<file path="config.mk">
export PLATFORM = sky130hd
export DESIGN_NAME = axis_1553_encoder
export DESIGN_NICKNAME = d
export VERILOG_FILES = /design/src/rtl/axis_1553_encoder.sv
export SDC_FILE = /design/constraint.sdc
export NUM_CORES = 1
export LEC_CHECK = 0
export CORE_ASPECT_RATIO = 1.75
export CORE_UTILIZATION = 40
export CTS_CLUSTER_DIAMETER = 120
export DETAILED_ROUTE_END_ITERATION = 6
export MAX_ROUTING_LAYER = met4
export SLEW_MARGIN = 10
export SYNTH_ARGS = -nofsm -noshare
export SYNTH_HDL_FRONTEND = slang
export SYNTH_SLANG_ARGS = --single-unit
</file>
<file path="constraint.sdc">
create_clock -name aclk -period 9.15 [get_ports aclk]
set_input_delay 2.745 -clock aclk [delete_from_list [all_inputs] [get_ports aclk]]
set_output_delay 2.745 -clock aclk [all_outputs]
set_load 0.05 [all_outputs]
</file>
<file path="src/rtl/axis_1553_encoder.sv">
// AXI-Stream to MIL-STD-1553 Manchester II encoder: 3-bit-time sync, 16 data bits MSB first, odd parity.
// Optional macro AXIS_1553_ENC_PARITY_ERR_EN: tuser[0] inverts the transmitted parity bit.
`timescale 1ns/1ps
module axis_1553_encoder #(
    parameter int CLOCK_SPEED = 100000000
) (
    input  logic        aclk,
    input  logic        arstn,
    input  logic [15:0] s_axis_tdata,
    input  logic        s_axis_tvalid,
    input  logic [7:0]  s_axis_tuser,
    output logic        s_axis_tready,
    output logic [1:0]  diff
);
    localparam int CPB = CLOCK_SPEED / 1000000;
    localparam int HB  = CPB / 2;
    localparam int CW  = (HB > 1) ? $clog2(HB) : 1;

    typedef enum logic [1:0] {IDLE, SYNC, DATA, PARITY} state_t;

    state_t        state_reg, state_next;
    logic [CW-1:0] hb_cnt_reg, hb_cnt_next;
    logic [5:0]    hb_idx_reg, hb_idx_next;
    logic [15:0]   data_reg, data_next;
    logic          cmd_reg, cmd_next;
    logic          par_reg, par_next;
    logic [1:0]    diff_reg, diff_next;
    logic          en_reg;
    logic          last_cycle, ready, accept, level, par_calc;
    logic [3:0]    bit_sel;

`ifdef AXIS_1553_ENC_PARITY_ERR_EN
    logic unused_tuser;
    assign unused_tuser = ^s_axis_tuser[6:1];
    assign par_calc     = ~^s_axis_tdata ^ s_axis_tuser[0];
`else
    logic unused_tuser;
    assign unused_tuser = ^s_axis_tuser[6:0];
    assign par_calc     = ~^s_axis_tdata;
`endif

    // en_reg keeps tready low while reset is held and opens it on the first edge after release.
    assign last_cycle    = (state_reg == PARITY) && (hb_idx_reg == 6'd39) && (hb_cnt_reg == CW'(HB - 1));
    assign ready         = en_reg && ((state_reg == IDLE) || last_cycle);
    assign accept        = ready && s_axis_tvalid;
    assign s_axis_tready = ready;
    assign diff          = diff_reg;

    always_comb begin
        state_next  = state_reg;
        hb_cnt_next = hb_cnt_reg;
        hb_idx_next = hb_idx_reg;
        data_next   = data_reg;
        cmd_next    = cmd_reg;
        par_next    = par_reg;
        level       = 1'b1;
        bit_sel     = 4'd0;
        diff_next   = 2'b11;

        if (accept) begin
            data_next   = s_axis_tdata;
            cmd_next    = s_axis_tuser[7];
            par_next    = par_calc;
            hb_cnt_next = '0;
            hb_idx_next = 6'd0;
            state_next  = SYNC;
        end else if (last_cycle) begin
            hb_cnt_next = '0;
            hb_idx_next = 6'd0;
            state_next  = IDLE;
        end else if (state_reg != IDLE) begin
            if (hb_cnt_reg == CW'(HB - 1)) begin
                hb_cnt_next = '0;
                hb_idx_next = hb_idx_reg + 6'd1;
            end else begin
                hb_cnt_next = hb_cnt_reg + CW'(1);
            end
            if (hb_idx_next < 6'd6)
                state_next = SYNC;
            else if (hb_idx_next < 6'd38)
                state_next = DATA;
            else
                state_next = PARITY;
        end

        // diff is computed one cycle ahead from the position the frame will be in next cycle.
        if (state_next != IDLE) begin
            if (hb_idx_next < 6'd3) begin
                level = cmd_next;
            end else if (hb_idx_next < 6'd6) begin
                level = ~cmd_next;
            end else if (hb_idx_next < 6'd38) begin
                // data bit index is 15 - (idx/2 - 3), i.e. 18 - idx/2, taken modulo 16
                bit_sel = 4'd2 - hb_idx_next[4:1];
                level   = data_next[bit_sel] ^ hb_idx_next[0];
            end else begin
                level = par_next ^ hb_idx_next[0];
            end
            diff_next = {level, ~level};
        end
    end

    always_ff @(posedge aclk or negedge arstn) begin
        if (!arstn) begin
            state_reg  <= IDLE;
            hb_cnt_reg <= '0;
            hb_idx_reg <= 6'd0;
            data_reg   <= 16'd0;
            cmd_reg    <= 1'b0;
            par_reg    <= 1'b0;
            diff_reg   <= 2'b11;
            en_reg     <= 1'b0;
        end else begin
            state_reg  <= state_next;
            hb_cnt_reg <= hb_cnt_next;
            hb_idx_reg <= hb_idx_next;
            data_reg   <= data_next;
            cmd_reg    <= cmd_next;
            par_reg    <= par_next;
            diff_reg   <= diff_next;
            en_reg     <= 1'b1;
        end
    end
endmodule
</file>
==> flow_metrics.env <==
export IMPL_via_count=1862
export IMPL_synth_cell_type_count=53
export IMPL_antenna_left=0
export IMPL_min_period_over_period_pct=63.30
export IMPL_cts_root_buf="clkbuf_8"
export IMPL_synth_edff_count=0
export IMPL_max_stage_delay_ns=0.80
export IMPL_wl_per_cell_um=14.84
export IMPL_cts_inserted_buffers=5
export IMPL_gp_congestion=0.8886
export IMPL_postPlaceCellArea_um2=2574
export IMPL_diodes=0
export IMPL_ctsLongestPathBuffers=2
export IMPL_outcome="finished, final reports clean"
export IMPL_drc=0
export IMPL_synthArstFlopShare_pct=100.0
export IMPL_yosysTopAreaCell="dfrtp_1"
export IMPL_largest_register_ffs=16
export IMPL_fin_skew_ns=0.008491
export IMPL_clock_sinks=35
export IMPL_setup_viol=0
export IMPL_powerDensity_nw_per_um2=220.1
export IMPL_n_fill_cell=550
export IMPL_cts_max_level=2
export IMPL_nets=305
export IMPL_synth_top_family_by_area="simple AND/OR/NAND/NOR gates"
export IMPL_synth_most_common_cell="nand2_1"
export IMPL_tightest_slew_ns=0.7844
export IMPL_drtPass1Iterations=4
export IMPL_viasPerCell=5.305
export IMPL_numPortBuffers=22
export IMPL_clkTransAtPathRegs_ns=0.08
export IMPL_met2_usage_pct=36.91
export IMPL_avgSynthCellArea_um2=9.157
export IMPL_synth_xor_area_share_pct=9.145
export IMPL_rsz0062_at_grt="false"
export IMPL_area_delta_synth_final_pct=17.91
export IMPL_yosysWarnings=0
export IMPL_vdd_drop_max_v=0.0001316
export IMPL_rows=36
export IMPL_cts_tree="yes"
export IMPL_p_switching_uw=194.5
export IMPL_dp_cells=343
export IMPL_antenna_found_initial=0
export IMPL_grt_busiest_layer="met2"
export IMPL_synthTopCellsByArea="dfrtp_1, xnor2_1, nand2_1, o21ai_0, mux2_2"
export IMPL_holdWs_ns=0.4603
export IMPL_p_seq_share_pct=40.9
export IMPL_cts_resized=0
export IMPL_cap_violations=0
export IMPL_path_cells="ha_1 -> nand4b_4 -> or4_4 -> nand2_1 -> and2_1 -> clkdlybuf4s50_1"
export IMPL_slew_violations=0
export IMPL_synthAdderAreaFrac_pct=2.177
export IMPL_track_usage_pct=20.43
export IMPL_p_int_uw=402.0
export IMPL_synthSimpleGateAreaFrac_pct=25.37
export IMPL_slowest_stage="clkdlybuf4s50_1"
export IMPL_fin_cells=351
export IMPL_max_freq_mhz=172.7
export IMPL_critPathArrivalTime_ns=3.05
export IMPL_synth_ff_type="dfrtp_1"
export IMPL_tns_ns=0
export IMPL_fin_crit_ns=5.792
export IMPL_grt_pass1_wl_um=8852
export IMPL_hpwl_um=4024
export IMPL_p_clk_share_pct=28.5
export IMPL_final_cell_area_um2=2710
export IMPL_core_um2=5540
export IMPL_cts_hold_buffers=0
export IMPL_endpoint_kind="output port"
export IMPL_p_comb_share_pct=30.6
export IMPL_io_pin_count=30
export IMPL_use_met1_pct=20.13
export IMPL_wirelength_um=5208
export IMPL_relSlewSlack_pct=47.71
export IMPL_cp_start_kind="register"
export IMPL_muxShareOfSynthArea_pct=6.151
export IMPL_cp_max_fo=8
export IMPL_worstSkewPairLatency_ns=0.30
export IMPL_swShare_pct=32.60
export IMPL_grt_pass1_vias=1886
export IMPL_synthTopCellsByCount="nand2_1, dfrtp_1, xnor2_1"
export IMPL_grt_max_degree=36
export IMPL_synth_top_area_share_pct=35.93
export IMPL_synth_area_um2=2298
export IMPL_use_met3_pct=2.785
export IMPL_hp_class="reg -> reg"
export IMPL_die_h_um=102.3
export IMPL_ys_seq_area_share_pct=38.21
export IMPL_finalHoldViolCount=0
export IMPL_start_util_pct=41.49
export IMPL_die_area_um2=6065
export IMPL_globalRouteOverflowTotal=0
export IMPL_die_x_um=59.30
export IMPL_synth_seq_cells=35
export IMPL_path_class="reg -> out"
export IMPL_synth_compound_area_share_pct=15.35
export IMPL_netlist_instances=251
export IMPL_cts_setup_buffers=0
export IMPL_leakagePower_uw=0.001162
export IMPL_layout_drive_gt1_share_pct=11.64
export IMPL_syn_num_nets=282
export IMPL_critical_path_required_ns=6.41
export IMPL_dr_first_iter_drc_count=67
[placed cells by master (no fill, tap or decap), drive strengths merged, types with 5 or more instances in the layout]
cell type and instances:
a21oi 7, and2 5, and3 6, clkbuf 5, clkdlybuf4s50 21, dfrtp 33, inv 9, mux2 7
nand2 43, nand3 7, nor2 17, nor3 5, o211ai 5, o21ai 18, xnor2 19, xor2 5
[path summary, 6_finish.rpt]
path,slack (ns),start,depth (start not counted),endpoint
max in group asynchronous,6.12,arstn,1,cmd_reg$_DFF_PN0_
max,3.36,hb_idx_reg[1]$_DFF_PN0_,6,s_axis_tready
min reg2reg,0.46,data_reg[7]$_DFF_PN0_,2,data_reg[7]$_DFF_PN0_
max reg2reg,5.20,hb_idx_reg[1]$_DFF_PN0_,11,diff[1]$_DFF_PN1_
min in group asynchronous,2.52,arstn,1,hb_cnt_reg[2]$_DFFE_PN0P_
min,0.46,data_reg[7]$_DFF_PN0_,2,data_reg[7]$_DFF_PN0_
[cells by family (layout without fill, tap and decap cells)]
| kind of cell | after synthesis | count (layout) |
|---|---|---|
| DFF | 35 | 35 |
| AOI/OAI and AO/OA | 53 | 53 |
| buffers and inverters | 16 | 40 |
| muxes | 12 | 12 |
| adders and majority gates | 4 | 4 |
| and+or+nand+nor | 106 | 106 |
| other | 1 | 1 |
| xor gates and xnor gates | 24 | 24 |
[metrics by stage]
| stage | power, µW | setup WS, ns | util [%] |
|---|---|---|---|
| floorplan | 373.0 | 4.070 | - |
| global placement | 427.3 | 3.178 | 46.45 |
| detailed placement | 430.6 | 3.176 | 46.45 |
| CTS | 601.8 | 3.327 | 48.92 |
| global route | 635.8 | 3.270 | 48.92 |
| finish | 596.5 | 3.358 | 48.92 |
[power by group through the flow]
stage	registers (µW)	logic [µW]	clock network, µW
after floorplan	252	121	0
after CTS	245	184	173
final	244	182	170
after global routing	252	207	177
after global placement	247	181	0
after detailed placement	248	183	0
[area by class of cell]
| class | instances | area (µm²) | share of cell area, % |
|---|---|---|---|
| multi-input cells | 200 | 1341 | 49.49 |
| repair buffers | 23 | 222.7 | 8.218 |
| inverters | 9 | 36.28 | 1.339 |
| well taps | 76 | 95.09 | 3.509 |
| flip-flops and latches | 35 | 878.3 | 32.41 |
| clock inverters | 3 | 67.56 | 2.493 |
| clock buffers | 5 | 68.82 | 2.539 |
[routing by layer]
metal | share of wire [%] | up-vias
met4 | 4.1 | 0
met3 | 1.7 | 15
met5 | 0 | -
met2 | 56 | 26
met1 | 38 | 882
li1 | - | 939
[worst max-delay path, delay by kind of cell (launching register included)]
family	cells	cell delay, ns
buffers and inverters	1	0.80
flip-flops	1	0.51
AND/OR/NAND/NOR	4	1.03
adder cells (fa/ha/maj)	1	0.42
Power figures use the tool's default switching activity.
